File: src/rtl/stack_cache_pkg.sv
// Shared types and default sizing for the stack cache transaction queue.
// The optional rollback feature is enabled by STACK_TXN_ROLLBACK_EN.
package stack_cache_pkg;

  localparam int NUM_TAGS_D     = 16;
  localparam int ADDR_W_D       = 16;
  localparam int DATA_W_D       = 64;
  localparam int RD_DEPTH_D     = 4;
  localparam int WR_DEPTH_D     = 4;
  localparam int MAX_INFLIGHT_D = 4;
  localparam int TAG_W_D        = $clog2(NUM_TAGS_D);

  typedef logic [TAG_W_D-1:0] tag_t;

  typedef struct packed {
    logic [ADDR_W_D-1:0] addr;
    tag_t                tag;
  } rd_entry_t;

  typedef struct packed {
    logic [ADDR_W_D-1:0] addr;
    logic [DATA_W_D-1:0] data;
    tag_t                tag;
  } wr_entry_t;

endpackage

File: src/rtl/stack_txn_fifo.sv
// Small register FIFO; the head entry is read straight from storage so it
// stays stable while the consumer stalls. Flush empties it in one cycle.
module stack_txn_fifo #(
  parameter int W     = 8,
  parameter int DEPTH = 4
) (
  input  logic         clk,
  input  logic         sync_rst,
  input  logic         clk_en,
  input  logic         flush,
  input  logic         push,
  input  logic [W-1:0] din,
  input  logic         pop,
  output logic [W-1:0] dout,
  output logic         empty,
  output logic         full
);

  localparam int PW = (DEPTH > 1) ? $clog2(DEPTH) : 1;
  localparam int CW = $clog2(DEPTH + 1);

  logic [W-1:0]  mem [DEPTH];
  logic [PW-1:0] rptr;
  logic [PW-1:0] wptr;
  logic [CW-1:0] cnt;
  logic          do_push;
  logic          do_pop;

  function automatic logic [PW-1:0] inc(input logic [PW-1:0] p);
    return (p == PW'(DEPTH - 1)) ? '0 : p + 1'b1;
  endfunction

  assign empty   = (cnt == '0);
  assign full    = (cnt == CW'(DEPTH));
  assign do_push = clk_en && push && !full && !flush;
  assign do_pop  = clk_en && pop && !empty && !flush;
  assign dout    = mem[rptr];

  always_ff @(posedge clk) begin
    if (!sync_rst) begin
      rptr <= '0;
      wptr <= '0;
      cnt  <= '0;
    end else if (clk_en) begin
      if (flush) begin
        rptr <= '0;
        wptr <= '0;
        cnt  <= '0;
      end else begin
        if (do_push) wptr <= inc(wptr);
        if (do_pop)  rptr <= inc(rptr);
        cnt <= cnt + CW'(do_push) - CW'(do_pop);
      end
    end
  end

  always_ff @(posedge clk) begin
    if (do_push) mem[wptr] <= din;
  end

endmodule

File: src/rtl/stack_txn_queue.sv
// Tag allocator plus fill/writeback issue queues for the stack cache.
// Optional rollback port and flush logic: define STACK_TXN_ROLLBACK_EN.
module stack_txn_queue
  import stack_cache_pkg::*;
#(
  parameter int NUM_TAGS     = NUM_TAGS_D,
  parameter int ADDR_W       = ADDR_W_D,
  parameter int DATA_W       = DATA_W_D,
  parameter int RD_DEPTH     = RD_DEPTH_D,
  parameter int WR_DEPTH     = WR_DEPTH_D,
  parameter int MAX_INFLIGHT = MAX_INFLIGHT_D
) (
  input  logic                          clk,
  input  logic                          sync_rst,
  input  logic                          clk_en,
`ifdef STACK_TXN_ROLLBACK_EN
  input  logic                          rollback_valid,
`endif
  input  logic                          alloc_valid,
  input  logic                          alloc_is_wr,
  input  logic [ADDR_W-1:0]             alloc_addr,
  input  logic [DATA_W-1:0]             alloc_data,
  output logic                          alloc_ready,
  output logic [$clog2(NUM_TAGS)-1:0]   alloc_tag,
  input  logic                          dirty_valid,
  input  logic [$clog2(NUM_TAGS)-1:0]   dirty_tag,
  output logic                          rd_valid,
  input  logic                          rd_ready,
  output logic [ADDR_W-1:0]             rd_addr,
  output logic [$clog2(NUM_TAGS)-1:0]   rd_tag,
  input  logic                          rd_resp_valid,
  input  logic [$clog2(NUM_TAGS)-1:0]   rd_resp_tag,
  output logic                          wr_valid,
  input  logic                          wr_ready,
  output logic [ADDR_W-1:0]             wr_addr,
  output logic [DATA_W-1:0]             wr_data,
  output logic [$clog2(NUM_TAGS)-1:0]   wr_tag,
  input  logic                          wr_ack_valid,
  input  logic [$clog2(NUM_TAGS)-1:0]   wr_ack_tag,
  output logic                          stack_dirty,
  output logic                          stack_to_be_read,
  output logic                          stack_to_be_written,
  output logic [$clog2(MAX_INFLIGHT):0] inflight_cnt
);

  localparam int TW = $clog2(NUM_TAGS);
  localparam int IW = $clog2(MAX_INFLIGHT) + 1;
  localparam int RW = ADDR_W + TW;
  localparam int WW = ADDR_W + DATA_W + TW;

  logic [NUM_TAGS-1:0] dirty, tbr, tbw, free;
  logic [NUM_TAGS-1:0] dirty_n, tbr_n, tbw_n;
  logic [TW-1:0]       ptr, pick, idx;
  logic                found;
  logic                rd_full, rd_empty, wr_full, wr_empty;
  logic [RW-1:0]       rd_head;
  logic [WW-1:0]       wr_head;
  logic                rb_req, rb;
  logic                fill_fire, wb_fire, alloc_fire;
  logic                rd_fire, resp_ok, ack, dirty_set;

`ifdef STACK_TXN_ROLLBACK_EN
  logic [NUM_TAGS-1:0] queued, queued_n;
  assign rb_req = rollback_valid;
`else
  assign rb_req = 1'b0;
`endif
  assign rb = clk_en && rb_req;

  assign free = ~(tbr | tbw);

  // First free tag at or after the rotating pointer.
  always_comb begin
    found = 1'b0;
    pick  = ptr;
    idx   = ptr;
    for (int i = 0; i < NUM_TAGS; i++) begin
      idx = ptr + TW'(i);
      if (!found && free[idx]) begin
        found = 1'b1;
        pick  = idx;
      end
    end
  end

  assign alloc_tag   = pick;
  assign alloc_ready = found && !rb_req &&
                       !(alloc_is_wr ? wr_full : rd_full);

  assign alloc_fire = clk_en && alloc_valid && alloc_ready;
  assign fill_fire  = alloc_fire && !alloc_is_wr;
  assign wb_fire    = alloc_fire && alloc_is_wr;
  assign rd_valid   = !rd_empty && (inflight_cnt < IW'(MAX_INFLIGHT));
  assign wr_valid   = !wr_empty;
  assign rd_fire    = clk_en && rd_valid && rd_ready;
  assign resp_ok    = clk_en && rd_resp_valid && (inflight_cnt != '0);
  assign ack        = clk_en && wr_ack_valid;
  assign dirty_set  = clk_en && dirty_valid;

`ifdef STACK_TXN_ROLLBACK_EN
  always_comb begin
    queued_n = queued;
    if (rd_fire)   queued_n[rd_tag] = 1'b0;
    if (fill_fire) queued_n[pick]   = 1'b1;
  end
`endif

  // Clears before sets, so a same-cycle dirty mark beats a write ack.
  always_comb begin
    tbr_n   = tbr;
    tbw_n   = tbw;
    dirty_n = dirty;
    if (resp_ok) tbr_n[rd_resp_tag] = 1'b0;
`ifdef STACK_TXN_ROLLBACK_EN
    if (rb) tbr_n = tbr_n & ~queued_n;
`endif
    if (fill_fire) tbr_n[pick] = 1'b1;
    if (ack) begin
      tbw_n[wr_ack_tag]   = 1'b0;
      dirty_n[wr_ack_tag] = 1'b0;
    end
    if (wb_fire)   tbw_n[pick]        = 1'b1;
    if (dirty_set) dirty_n[dirty_tag] = 1'b1;
  end

  always_ff @(posedge clk) begin
    if (!sync_rst) begin
      dirty        <= '0;
      tbr          <= '0;
      tbw          <= '0;
      ptr          <= '0;
      inflight_cnt <= '0;
`ifdef STACK_TXN_ROLLBACK_EN
      queued       <= '0;
`endif
    end else if (clk_en) begin
      dirty <= dirty_n;
      tbr   <= tbr_n;
      tbw   <= tbw_n;
      if (alloc_fire) ptr <= pick + 1'b1;
      if (rd_fire && !resp_ok)      inflight_cnt <= inflight_cnt + 1'b1;
      else if (!rd_fire && resp_ok) inflight_cnt <= inflight_cnt - 1'b1;
`ifdef STACK_TXN_ROLLBACK_EN
      queued <= rb ? '0 : queued_n;
`endif
    end
  end

  stack_txn_fifo #(.W(RW), .DEPTH(RD_DEPTH)) u_rd_fifo (
    .clk     (clk),
    .sync_rst(sync_rst),
    .clk_en  (clk_en),
    .flush   (rb),
    .push    (fill_fire),
    .din     ({alloc_addr, pick}),
    .pop     (rd_fire),
    .dout    (rd_head),
    .empty   (rd_empty),
    .full    (rd_full)
  );

  stack_txn_fifo #(.W(WW), .DEPTH(WR_DEPTH)) u_wr_fifo (
    .clk     (clk),
    .sync_rst(sync_rst),
    .clk_en  (clk_en),
    .flush   (1'b0),
    .push    (wb_fire),
    .din     ({alloc_addr, alloc_data, pick}),
    .pop     (wr_valid && wr_ready),
    .dout    (wr_head),
    .empty   (wr_empty),
    .full    (wr_full)
  );

  assign rd_addr = rd_head[RW-1:TW];
  assign rd_tag  = rd_head[TW-1:0];
  assign wr_addr = wr_head[WW-1 -: ADDR_W];
  assign wr_data = wr_head[TW +: DATA_W];
  assign wr_tag  = wr_head[TW-1:0];

  assign stack_dirty         = |dirty;
  assign stack_to_be_read    = |tbr;
  assign stack_to_be_written = |tbw;

endmodule
File: config.mk
export PLATFORM = sky130hd
export DESIGN_NAME = stack_txn_queue
export DESIGN_NICKNAME = d
export VERILOG_FILES = /design/src/rtl/stack_cache_pkg.sv /design/src/rtl/stack_txn_fifo.sv /design/src/rtl/stack_txn_queue.sv
export SDC_FILE = /design/constraint.sdc
export NUM_CORES = 1
export LEC_CHECK = 0
export BUFFER_PORTS_ARGS = -buffer_cell sky130_fd_sc_hd__buf_2
export CAP_MARGIN = 20
export CORE_MARGIN = 10
export CORE_UTILIZATION = 45
export CTS_CLUSTER_DIAMETER = 50
export DETAILED_ROUTE_END_ITERATION = 6
export PLACE_DENSITY_LB_ADDON = 0.2
export SETUP_SLACK_MARGIN = 0.15
export SYNTH_ARGS = -nofsm -noshare
export SYNTH_HDL_FRONTEND = slang
export SYNTH_SLANG_ARGS = --single-unit
File: constraint.sdc
create_clock -name clk -period 6.55 [get_ports clk]
set_input_delay 0.9825 -clock clk [delete_from_list [all_inputs] [get_ports clk]]
set_output_delay 0.9825 -clock clk [all_outputs]
set_load 0.05 [all_outputs]
; ---- Word level (Yosys, flattened, before mapping)
; Memory sizes are Yosys's and may differ from the RTL's. A register that Yosys moved wholly into a read port is not among the register bits.
; Index checks and enable logic that the tools add are counted.
; Widths: inputs -> output; s select.
[totals]
input_bits = 102
reg_bits = 69
ramBits = 416
output_inout_bits = 117
n_memories = 2
[memory_table]
columns = memory, depth, word_bits, rd, rd_clocked_by_memory_dff, write_ports, line
row1 = u_wr_fifo.mem, 4, 84, 1, 1, 1, stack_txn_fifo.sv:22  ; logic [W-1:0] mem [DEPTH];
row2 = u_rd_fifo.mem, 4, 20, 1, 1, 1, stack_txn_fifo.sv:22
[op_classes]
addsub = 26
reduce_logical = 78
n_mux = 92
magnitude_cmp = 25
n_eq_ne = 6
n_bitwise = 10
[op_table]
columns = operator, n
row1 = $lt 4x5->1 const B, 20
row2 = $mux 16, 6
row3 = $bmux 1 s4, 16
row4 = $or 16x16->16, 4
row5 = $mux 4, 15
row6 = $and 16x16->16, 3
row7 = $not 16->16, 3
row8 = $reduce_or 16->1, 3
row9 = $logic_and 1x1->1, 42
row10 = $mux 1, 41
row11 = $add 4x4->4 const B, 8
row12 = $logic_not 1->1, 23
row13 = $add 4x3->4 const B, 4
row14 = $demux 1 s4, 4
row15 = $ge 4x1->1 const B, 4
row16 = $mux 2, 8
row17 = $reduce_and 2->1, 6
row18 = $add 2x1->2 const B, 4
row19 = $add 4x1->4 const B, 2
row20 = $add 4x2->4 const B, 2
row21 = $eq 2x2->1 const B, 4
row22 = $add 3x1->3, 2
row23 = $eq 3x3->1 const B, 2
row24 = $logic_not 3->1, 2
row25 = 7 further kinds, 9

; ---- Longest topological paths before layout
; Gate-level depths: netlist (run 1).
[depth]
ltp_word = 57
depth_mapped = 22
depth_no_buf = 17

; ---- Modules after synthesis
; Synthesis (run 1) repeated with hierarchy kept, for this count alone.
[hier_totals]
hier_cells = 1322
hier_area_um2 = 21374.2
[by_module_without_submodules]
columns = module, cells_per_inst, area_per_inst_um2, seq_area_each_um2, instances
row1 = stack_txn_fifo (u_wr_fifo), 499, 12649.6, 10269.8, 1
row2 = stack_txn_queue, 658, 5287.6, 1101.1, 1
row3 = stack_txn_fifo (u_rd_fifo), 165, 3437.0, 2582.5, 1

; ---- Least setup slack after synthesis (run 1)
; OpenSTA, ideal clock, no wires.
[synth_timing]
kind = reg-to-reg
startpoint = reg ptr[2]
endpoint = mem u_wr_fifo.mem[1][0] in the netlist's numbering (enable)
t_required_ns = 6.098
arrival_ns = 5.865
path_stages_with_launch = 17
slack_ns = 0.233
n_path_buf = 5
setup_time_ns = 0.452
cell_sequence = dfxtp_1 > buf_4 > buf_2 > inv_1 > clkbuf_1 > ha_1 > clkbuf_1 > mux4_2 > mux2_2 > mux2i_1 > or3_4 > nor4_1 > nand3_1 > nand4_1 > nor2_1 > clkbuf_1 > and2_1
[synth_between]
elab_chain_len = 55
[synth_lines]
columns = element, line
row1 = from (decl), stack_txn_queue.sv:53  ; logic [TW-1:0] ptr, pick, idx;
row2 = from (signal assigned), stack_txn_queue.sv:140  ; if (alloc_fire) ptr <= pick + 1'b1;
row3 = branches (longest 47 deep; another with $add 4x1->4), -
row4 = $mux 1 (*), stack_txn_queue.sv:79  ; if (!found && free[idx]) begin
row5 = $logic_and 1x1->1 (*), stack_txn_queue.sv:87  ; assign alloc_ready = found && !rb_req &&
row6 = $logic_and 1x1->1 (*), stack_txn_queue.sv:90  ; assign alloc_fire = clk_en && alloc_valid && alloc_ready;
row7 = $logic_and 1x1->1 (*), stack_txn_queue.sv:92  ; assign wb_fire = alloc_fire && alloc_is_wr;
row8 = $logic_and 1x1->1 (*) (2 in series), stack_txn_fifo.sv:35  ; assign do_push = clk_en && push && !full && !flush;
row9 = $mux 1 (*), stack_txn_fifo.sv:58  ; if (do_push) mem[wptr] <= din;
row10 = $mux 1 (not written as such) (*), stack_txn_fifo.sv:58
row11 = to (decl), stack_txn_fifo.sv:22
; Every way passes the cells marked *. The select of a mux whose other input is x is not followed.

; ---- Worst setup path in the final report (run 1)
[layout_timing]
startpoint = reg ptr[1]
endpoint = out alloc_tag[1]
[layout_between]
elab_chain_len = 48
[layout_lines]
columns = element, line
row1 = branches (longest 47 deep; another with $add 4x1->4), -
row2 = $mux 4 (*), stack_txn_queue.sv:79
row3 = to (decl), stack_txn_queue.sv:24  ; output logic [$clog2(NUM_TAGS)-1:0] alloc_tag,
; Marked as above.

==> summary.txt, run 1 <==
Status
  • Outcome: complete, no violations

Clocking
  • Worst skew pair latency: ~0.60 ns
  • Maximum clock path buffer count: 3
  • Clk sink count: 489
  • H-tree depth: 2
  • Clock-pin slew on the worst setup and hold paths: approximately 0.060 ns
  • Clock root buffer: clkbuf_16
  • TritonCTS buffer count: 52
  • CTS tree: done

STA
  • Slew Viols, Final: 0
  • Fin crit share: between 90 and 100%
  • Setup-failing EPs final: 0
  • Endpoints failing hold: 0
  • Clock skew: between 0.03 and 0.04 ns
  • Fin crit period: roughly 6.1 ns
  • Setup TNS: 0 ns
  • Worst Tran Pin Value: ~1.1 ns
  • RSZ-0062 raised after global routing: false
  • Worst slew margin: 29.1%
  • Max Clk Rate: roughly 0.16 GHz

Pwr
  • Pwr/cell area: 331 nW/um^2
  • Maximum VDD drop: 0.201 mV
  • Leak Pwr: 8.59 nW

Layout
  • Nets@finish: roughly 1700
  • Final core utilization: 53.8%
  • Layout cell share with drive strength beyond 1: approximately a third
  • Filler instances: approximately 3800
  • Area grow syn2layout: 17.7%
  • Design area: ~25000 um^2

Floorplan
  • Rows: 79
  • Die area: between 50000 and 60000 um^2
  • # IOs: ~220
  • Initial Util: 45.7%
  • Core Box Area: between 40000 and 50000 um^2
  • Die Ht: around 240 um
  • Die X: between 200 and 250 um

Logic synthesis
  • Post-synthesis net count: 1484
  • Mapped Cells: ~1400
  • Post-synth top area cell: edfxtp_1
  • Yosys cell types: 75
  • Top-count cell post-synth: edfxtp_1
  • Post-synth EDFFs: between 400 and 500
  • Ranking of synthesized cells by area: edfxtp_1 (58%), mux4_2 (13%), dfxtp_1 (6.8%)
  • Synth cell count leaders: edfxtp_1 (416), mux4_2 (123), nor2_1 (105)
  • Post-Syn Area: between 20000 and 25000 um^2
  • Top cell type's share of synthesized area: about three fifths
  • Synthesized flop and latch total: a little under 500
  • Async SR Flop Fraction: 0%
  • Avg Cell Area, Syn: around 16 um^2
  • Seq/Total Area, Yosys: 65.3%
  • Top_reg_cell synth: edfxtp_1
  • Warnings from Yosys: 0

Setup path
  • Setup crit end kind: output pin
  • Critical path arrival: between 5 and 6 ns
  • CP max FO: 16
  • Setup CP Type: reg2out
  • Worst Path Required: about 5.6 ns
  • Crit start category: flip-flop

Global route
  • Total gr overflow: 0
  • Initial antenna violation count: 0
  • Maximum number of pins on one net before global-route repair: 70
  • First-pass GRT wire length: about 84000 um
  • Vias in the first global route: 13500
  • Total Routing Usage GR: a little under 20%

Detailed routing
  • Post-route ant nets: 0
  • # DRC: 0
  • Final wirelength: roughly 55000 um
  • Drt first pass iters: 6
  • Vias per cell: 5.87
  • DR WL/cell: approximately 25 um
  • DR vias: around 13000
  • 1st-iter DRT viols: 1135

Hold path
  • Hold Path Class: reg2reg

Place
  • HPWL Detailed: around 38000 um
  • Routability cong.: between 0.9 and 1
  • Port Buffers: between 200 and 250
  • DP Area: roughly 23000 um^2

Run
  • Max-cap violations: 0
[report_power, final]
| part | leakage [nW] | internal (W) | switching (W) |
|---|---|---|---|
| Clock | 0.874 | 0.00179 | 0.00121 |
| Combinational | 3.38 | 0.000611 | 0.00123 |
| Sequential | 4.34 | 0.00346 | 0.0000310 |
[routing by layer]
metal  vias up  wire length, um  track usage (%)
met1      6720            23300             25.5
met3        77             3710             4.11
met2       491            27100             31.8
met4         0             1180             4.87
li1       5938                -                -
met5         -                0                0
[cell type report]
type	count	area (um^2)	area share, %
Tap cell	607	759	3.02
Inverter	39	146	0.582
Timing Repair Buffer	261	1490	5.91
Clock inverter	36	438	1.74
Antenna cell	2	5.00	0.0199
Sequential cell	489	14000	55.5
Clock buffer	59	1330	5.28
Multi-Input combinational cell	762	7030	27.9
[cell usage in the layout, fill, tap and decap left out, drive strengths merged, types with 11 or more instances in the layout]
master / n
nor4: 22
a22oi: 20
a21oi: 53
mux2i: 27
dfxtp: 73
xnor2: 14
inv: 43
edfxtp: 416
nand2b: 13
clkinv: 24
mux2: 11
nand2: 62
nor2: 105
o21ai: 30
nand3: 29
or2: 16
nor3: 27
mux4: 126
buf: 261
a21o: 11
clkbuf: 59
ha: 26
[flip-flops by register name (all words and copies together) (netlist names), named ones only]
name and flops:
dirty 16, inflight_cnt 3, ptr 4, tbr 16, tbw 16, u_rd_fifo.cnt 3
u_rd_fifo.mem 80, u_rd_fifo.rptr 2, u_rd_fifo.wptr 2, u_wr_fifo.cnt 3, u_wr_fifo.mem 336, u_wr_fifo.rptr 2
u_wr_fifo.wptr 2
[cell families (layout without fill, tap and decap cells)]
group	after synthesis	count (layout)	synth area share, %
DFF	489	489	65.3
other	0	2	0
xor gates and xnor gates	21	21	0.949
muxes	164	164	15.2
AOI/OAI and AO/OA	208	208	6.79
adders and majority gates	29	29	1.80
and+or+nand+nor	340	340	7.99
buffers and inverters	102	395	1.96
[metrics by stage]
stage          hold WS [ns]  power, W  setup WS (ns)  cells
2_1_floorplan         0.452   0.00475          0.233   1353
3_3_place_gp          0.493   0.00538          0.748   2157
3_5_place_dp          0.496   0.00537          0.647   2157
4_1_cts               0.513   0.00838          0.214   2252
5_1_grt               0.544   0.00865          0.200   2253
6_report              0.517   0.00833          0.451   2255
[timing repair]
| item | in CTS | in global routing |
|---|---|---|
| setup endpoints to repair | 1 | 1 |
| hold buffers | 0 | 0 |
| resized for setup | 3 | 3 |
| setup buffers | 0 | 0 |
| pin swaps | 0 | 0 |
[critical path, cell delays in order (launching register included)]
cell and delay [ns]:
dfxtp_1 0.30, inv_1 0.14, ha_2 0.40, nor4bb_1 0.18
or4_1 0.62, mux2i_2 0.28, mux2i_1 0.26, or3_4 0.45
or4_4 0.59, o32a_1 0.38, o311ai_2 0.08, a221oi_2 0.11
or3_4 0.49, buf_4 0.23
[final timing paths]
check	startpoint	slack, ns	cells after the start	to
min	dirty[7]	0.52	2	dirty[7]
max reg2reg	ptr[1]	1.06	17	tbw[1]
min reg2reg	dirty[7]	0.52	2	dirty[7]
max	ptr[1]	0.45	13	alloc_tag[1]
Power figures use the tool's default switching activity.
==> run 2: changes to the inputs <==
--- a/config.mk
+++ b/config.mk
@@ -5,7 +5,7 @@
 export SDC_FILE = /design/constraint.sdc
 export NUM_CORES = 1
 export LEC_CHECK = 0
-export BUFFER_PORTS_ARGS = -buffer_cell sky130_fd_sc_hd__buf_2
+export BUFFER_PORTS_ARGS = -buffer_cell sky130_fd_sc_hd__buf_4
 export CAP_MARGIN = 20
 export CORE_MARGIN = 10
 export CORE_UTILIZATION = 45
==> constraint.sdc (replaced) <==
create_clock -name clk -period 5.9 [get_ports clk]
set_input_delay 0.885 -clock clk [delete_from_list [all_inputs] [get_ports clk]]
set_output_delay 0.885 -clock clk [all_outputs]
set_load 0.05 [all_outputs]
==> run 2 against run 1 <==
Against the previous run: clock skew decreased by 0.0061 ns; cell count increased by 0.98%; critical path depth increased by 1; design area increased by 3.2%; global-route usage increased by 0.099 points; worst hold slack got worse by 0.027 ns; clock power increased by 8.7%; register-to-register slack got worse by 0.36 ns; utilization increased by 1.7 points; die area unchanged; sequential power increased by 11%; power increased by 12%.
==> summary.txt, run 2 (same netlist as run 1, synthesis figures left out) <==
Status
  • Outcome: complete, no violations (unchanged)

Setup path
  • Crit start category: flip-flop (unchanged)
  • CP max FO: 8 (was 16)
  • Max incr delay on CP: 0.60 ns (was 0.62 ns)
  • Setup crit end kind: output pin (unchanged)
  • Worst path slowest cell: or4_4 (was or4_1)
  • Crit-path cells: inv_1 > buf_4 > ha_2 > xor2_4 > inv_2 > mux4_2 > mux2_4 > or3_4 > or4_4 > o32a_1 > o311ai_2 > a221oi_2 > or3_4 > buf_4 (was inv_1 > ha_2 > nor4bb_1 > or4_1 > mux2i_2 > mux2i_1 > or3_4 > or4_4 > o32a_1 > o311ai_2 > a221oi_2 > or3_4 > buf_4)
  • Worst Path Required: 5.02 ns (was 5.57 ns)
  • Setup CP Type: reg2out (unchanged)
  • Crit-path leading delay family: simple AND/OR/NAND/NOR gates (unchanged)
  • Crit path buffers/inverters: 4 (was 2)
  • Critical path arrival: 4.71 ns (was 5.12 ns)

Run
  • Max-cap violations: 0 (unchanged)

STA
  • Worst Tran Pin Value: 1.06 ns (about the same)
  • Fin crit period: ~5.6 ns
  • Setup TNS: 0 ns (unchanged)
  • Worst slew margin: 29.2% (was 29.1%)
  • RSZ-0062 raised after global routing: false (unchanged)
  • Slew Viols, Final: 0 (unchanged)
  • Setup-failing EPs final: 0 (unchanged)
  • Endpoints failing hold: 0 (unchanged)
  • Max Clk Rate: between 0.15 and 0.2 GHz
  • Hold Slack: 0.491 ns (was 0.517 ns)
  • Clock skew: 0.0284 ns (was 0.0344 ns)
  • Setup WS post-layout: 0.307 ns (was 0.451 ns)
  • Fin crit share: around 95%

Detailed routing
  • DR WL/cell: 24.3 um (was 24.5 um)
  • DR vias: 13300 (was 13200)
  • Drt first pass iters: 5 (was 6)
  • Final wirelength: 55200 um (was 55300 um)
  • Post-route ant nets: 0 (unchanged)
  • Vias per cell: 5.85 (was 5.87)
  • # DRC: 0 (unchanged)
  • 1st-iter DRT viols: 1047 (was 1135)

Clocking
  • Clock root buffer: clkbuf_16 (unchanged)
  • TritonCTS buffer count: 53 (was 52)
  • Number of hold buffers added after cts: 0 (unchanged)
  • CTS tree: done (unchanged)
  • Clk sink count: 489 (unchanged)
  • Maximum clock path buffer count: 3 (unchanged)
  • Clock-pin slew on the worst setup and hold paths: 0.06 ns (about the same)
  • Worst skew pair latency: 0.59 ns (was 0.60 ns)
  • H-tree depth: 2 (unchanged)

Layout
  • Max reg flops: 336 (unchanged)
  • Area grow syn2layout: 21.5% (was 17.7%)
  • Filler instances: 3727 (was 3825)
  • Commonest non-fill, non-tap cell in the layout: edfxtp_1 (unchanged)
  • Layout cell share with drive strength beyond 1: 32.5% (was 31.5%)
  • Design area: 26000 um^2 (was 25200 um^2)
  • Nets@finish: 1759 (was 1736)
  • Most frequent cells in the layout: edfxtp_1 (416), buf_4 (267), mux4_2 (123) (was edfxtp_1 (416), buf_2 (217), mux4_2 (123))
  • Regs by FF count: u_wr_fifo.mem x336, u_rd_fifo.mem x80 (unchanged)
  • Number of diodes: 0 (was 2)
  • Biggest register: u_wr_fifo.mem (unchanged)

Floorplan
  • Die Ht: 238 um (unchanged)
  • Rows: 79 (unchanged)
  • # IOs: 219 (unchanged)
  • Die X: 238 um (unchanged)
  • Core Box Area: 46800 um^2 (unchanged)
  • Die area: 56600 um^2 (unchanged)
  • Initial Util: 45.7% (unchanged)

Pwr
  • Pwr/cell area: 359 nW/um^2 (was 331 nW/um^2)
  • Leak Pwr: 8.88 nW (was 8.59 nW)
  • Maximum VDD drop: 0.216 mV (was 0.201 mV)
  • Total power: 0.00933 W (was 0.00833 W)

Global route
  • First-pass GRT wire length: 83900 um (was 83500 um)
  • Maximum number of pins on one net before global-route repair: 61 (was 70)
  • GRT met3 Usage: 4.29% (was 4.11%)
  • Total gr overflow: 0 (unchanged)
  • Met2 Track Usage GR: 31.7% (was 31.8%)
  • Met1 usage: 26.0% (was 25.5%)
  • Layer carrying the most global-route usage: met2 (unchanged)
  • Total Routing Usage GR: 19.3% (was 19.2%)
  • Vias in the first global route: 13400 (was 13500)
  • Initial antenna violation count: 0 (unchanged)

Place
  • Pre-CTS setup slack: 0.422 ns (was 0.647 ns)
  • DP Area: 24100 um^2 (was 23300 um^2)
  • Port Buffers: 218 (unchanged)
  • Routability cong.: 0.970 (was 0.940)
  • HPWL Detailed: 38400 um (was 38300 um)

Hold path
  • Hold Path Class: in2reg (was reg2reg)
[run 2: cell count changes in the layout (fill, tap and decap cells not counted), sizes merged, moves of 2 or more]
cell      delta
diode        -2
clkinv       -8
buf         +22
clkbuf      +10
clkinvlp     +3
bufinv       -2
[run 2: power by group]
part	leakage [nW]	internal, W	switching, W
logic	3.70	0.000797	0.00139
registers	4.34	0.00385	0.0000373
clock network	0.837	0.00194	0.00132
[run 2: layout make-up]
type / count / area [um^2] / area share, %
clock inverter: 28 / 334 / 1.29
sequential: 489 / 14000 / 53.8
tap: 607 / 759 / 2.93
clock buffer: 69 / 1400 / 5.38
inverter: 39 / 146 / 0.564
timing repair buffer: 283 / 2310 / 8.89
multi-input combinational: 762 / 7060 / 27.2
[run 2: worst reg2reg max path, delay by kind of cell (launching register included)]
family          cells  cell delay (ns)
buf+inv             6             0.75
simple gates        4             1.86
fa+ha+maj           2             0.40
mux                 2             0.89
xor+xnor            1             0.16
flops               1             0.34
compound gates      4             0.73
[run 2: what timing repair did]
item                                   CTS  global route
gates cloned                             0             0
endpoints found under the hold margin    0             0
setup endpoints to repair                2             2
pin swaps                                1             0
buffers inserted                         1             2
gates resized for setup                  6            11
[run 2: routing by layer]
metal  vias to the layer above  share of wire (%)
met2                       468                 49
met4                         0                1.8
met3                        73                7.2
li1                       5990                  -
met1                      6780                 42
met5                         -                  0
[run 2: final timing paths]
check,startpoint,endpoint,slack (ns),cells past startpoint
worst max-delay path,ptr[1],alloc_tag[1],0.31,14
worst min-delay path,alloc_data[18],u_wr_fifo.mem[2][22],0.49,1
worst max register to register,ptr[1],tbw[1],0.70,19
worst min register to register,tbw[14],tbw[14],0.51,2
[run 2: metrics by stage]
step | utilization [%] | std cells
after global routing | 55.5 | 2277
after CTS | 55.4 | 2275
after global placement | 51.7 | 2177
after floorplan | - | 1353
final | 55.5 | 2277
after detailed placement | 51.7 | 2177
==> run 3: changes to the inputs <==
--- a/config.mk
+++ b/config.mk
@@ -8,7 +8,7 @@
 export BUFFER_PORTS_ARGS = -buffer_cell sky130_fd_sc_hd__buf_4
 export CAP_MARGIN = 20
 export CORE_MARGIN = 10
-export CORE_UTILIZATION = 45
+export CORE_UTILIZATION = 50
 export CTS_CLUSTER_DIAMETER = 50
 export DETAILED_ROUTE_END_ITERATION = 6
 export PLACE_DENSITY_LB_ADDON = 0.2
==> run 3 against run 2 <==
Against the previous run: critical path depth fell by 1; design area down 0.60%; worst hold slack worse by 0.0097 ns; clock skew down 0.00092 ns; cell count decreased by 3.0%; clock power decreased by 3%.
==> summary.txt, run 3 (same netlist as run 1, synthesis figures left out) <==
Status
  • Outcome: complete, no violations (unchanged)

Setup path
  • Max incr delay on CP: 0.58 ns (was 0.60 ns)
  • CP max FO: 8 (unchanged)
  • Critical path arrival: 4.78 ns (was 4.71 ns)
  • Setup CP Type: reg2out (unchanged)
  • Crit start category: flip-flop (unchanged)
  • R2r setup slk: 0.65 ns (was 0.70 ns)
  • Crit-path leading delay family: simple AND/OR/NAND/NOR gates (unchanged)
  • Most common cell on crit path: buf_4
  • Worst Path Required: 5.02 ns (about the same)
  • Worst path slowest cell: or4_4 (unchanged)
  • Setup crit end kind: output pin (unchanged)
  • Crit path buffers/inverters: 4 (unchanged)
  • Crit-path cells: inv_2 > ha_2 > xor2_4 > inv_4 > mux4_2 > mux2_4 > or3_4 > or4_4 > buf_4 > or2_2 > a31oi_1 > a41o_1 > buf_4 (was inv_1 > buf_4 > ha_2 > xor2_4 > inv_2 > mux4_2 > mux2_4 > or3_4 > or4_4 > o32a_1 > o311ai_2 > a221oi_2 > or3_4 > buf_4)

Clocking
  • H-tree depth: 2 (unchanged)
  • Worst skew pair latency: 0.60 ns (was 0.59 ns)
  • Number of hold buffers added after cts: 0 (unchanged)
  • Maximum clock path buffer count: 3 (unchanged)
  • TritonCTS buffer count: 51 (was 53)
  • Clk sink count: 489 (unchanged)
  • CTS tree: done (unchanged)
  • Clock root buffer: clkbuf_16 (unchanged)
  • Clock-pin slew on the worst setup and hold paths: 0.06 ns (about the same)

STA
  • Setup TNS: 0 ns (unchanged)
  • Fin crit period: 5.66 ns (was 5.59 ns)
  • RSZ-0062 raised after global routing: false (unchanged)
  • Setup WS post-layout: 0.239 ns (was 0.307 ns)
  • Setup-failing EPs final: 0 (unchanged)
  • Max Clk Rate: 0.177 GHz (was 0.179 GHz)
  • Clock skew: 0.0274 ns (was 0.0284 ns)
  • Fin crit share: 95.9% (was 94.8%)
  • Slew Viols, Final: 0 (unchanged)
  • Worst Tran Pin Value: 0.908 ns (was 1.06 ns)
  • Worst slew margin: 39.4% (was 29.2%)
  • Endpoints failing hold: 0 (unchanged)

Run
  • Max-cap violations: 0 (unchanged)

Pwr
  • Maximum VDD drop: 0.227 mV (was 0.216 mV)
  • Pwr/cell area: 359 nW/um^2 (about the same)
  • Leak Pwr: 8.85 nW (was 8.88 nW)
  • Total power: 0.00928 W (was 0.00933 W)

Global route
  • Total Routing Usage GR: 21.5% (was 19.3%)
  • First-pass GRT wire length: 83700 um (was 83900 um)
  • Total gr overflow: 0 (unchanged)
  • Vias in the first global route: 13400 (about the same)
  • Maximum number of pins on one net before global-route repair: 85 (was 61)
  • Initial antenna violation count: 0 (unchanged)

Layout
  • Layout cell share with drive strength beyond 1: 32.3% (was 32.5%)
  • Most frequent cells in the layout: edfxtp_1 (416), buf_4 (273), mux4_2 (123) (was edfxtp_1 (416), buf_4 (267), mux4_2 (123))
  • Layout Cells excl Fill: 2208 (was 2277)
  • Regs by FF count: u_wr_fifo.mem x336, u_rd_fifo.mem x80 (unchanged)
  • Number of diodes: 0 (unchanged)
  • Filler instances: 3166 (was 3727)
  • Area grow syn2layout: 20.8% (was 21.5%)
  • Nets@finish: 1760 (was 1759)
  • Biggest register: u_wr_fifo.mem (unchanged)
  • Commonest non-fill, non-tap cell in the layout: edfxtp_1 (unchanged)
  • Max reg flops: 336 (unchanged)
  • Multi-input gate area: 7070 um^2 (was 7060 um^2)
  • Sequential Area: 14000 um^2 (about the same)

Floorplan
  • Rows: 75 (was 79)
  • # IOs: 219 (unchanged)
  • Die Ht: 227 um (was 238 um)
  • Initial Util: 50.7% (was 45.7%)
  • Die area: 51400 um^2 (was 56600 um^2)
  • Core Box Area: 42100 um^2 (was 46800 um^2)
  • Die X: 227 um (was 238 um)

Detailed routing
  • 1st-iter DRT viols: 1409 (was 1047)
  • Final wirelength: 55400 um (was 55200 um)
  • DR vias: 13500 (was 13300)
  • Vias per cell: 6.12 (was 5.85)
  • Drt first pass iters: 5 (unchanged)
  • # DRC: 0 (unchanged)
  • Post-route ant nets: 0 (unchanged)
  • DR WL/cell: 25.1 um (was 24.3 um)

Place
  • Port Buffers: 218 (unchanged)
  • Pre-CTS setup slack: 0.392 ns (was 0.422 ns)
  • Dpl cells: 2105 (was 2177)
  • Routability cong.: 0.950 (was 0.970)
  • HPWL Detailed: 37900 um (was 38400 um)

Hold path
  • Hold Path Class: in2reg (unchanged)
-- run 3: cell types whose count changed in the layout (fill, tap and decap cells not counted), moves of 4 or more --
cell | before | now
clkinv_1 | 6 | 13
buf_4 | 267 | 273
buf_12 | 14 | 9
clkbuf_1 | 15 | 10
clkinv_2 | 9 | 5
-- run 3: final cells by class --
class,count,share of cell area (%)
sequential,489,54.1
timing repair buffer,286,8.88
tap,539,2.61
inverter,39,0.577
clock buffer,64,5.29
clock inverter,29,1.14
multi-input combinational,762,27.4
-- run 3: metrics by stage --
stage / area (um^2) / util (%) / hold slack (ns)
after floorplan: 21400 / - / 0.452
after global placement: 24000 / 56.9 / 0.493
after detailed placement: 24000 / 56.9 / 0.508
after CTS: 25700 / 60.9 / 0.454
after global routing: 25800 / 61.3 / 0.461
final: 25800 / 61.3 / 0.481
-- run 3: metal layers --
layer | global-route usage [%] | wire length (um) | vias up
li1 | - | - | 5989
met1 | 30.0 | 23700 | 6879
met2 | 33.5 | 26300 | 550
met3 | 4.15 | 3890 | 85
met4 | 6.71 | 1530 | 0
met5 | 0 | 0 | -
-- run 3: where the power goes --
group / switching, W / total, W / internal [W]
Combinational: 0.00140 / 0.00224 / 0.000840
Clock: 0.00132 / 0.00315 / 0.00183
Sequential: 0.0000431 / 0.00389 / 0.00384
-- run 3: worst register-to-register path: cells and delay by family, from the launching register on --
family / cells / cell delay [ns]
flops: 1 / 0.33
fa+ha+maj: 2 / 0.52
buf+inv: 5 / 0.64
compound gates: 3 / 0.54
simple gates: 5 / 2.03
xor+xnor: 1 / 0.27
mux: 2 / 0.86
-- run 3: worst paths after layout --
path	depth (start not counted)	to	from
min	1	u_wr_fifo.mem[3][17]	alloc_data[13]
max reg2reg	18	tbr[2]	ptr[1]
min reg2reg	2	tbw[14]	tbw[14]
max	13	alloc_tag[3]	ptr[1]
-- run 3: what timing repair did --
item                                    CTS  global route
endpoints found under the hold margin     0             0
pin swaps                                 0             4
gates resized for setup                  10             7
endpoints found under the setup margin    3             4
setup buffers                             0             9
cloned                                    0             0
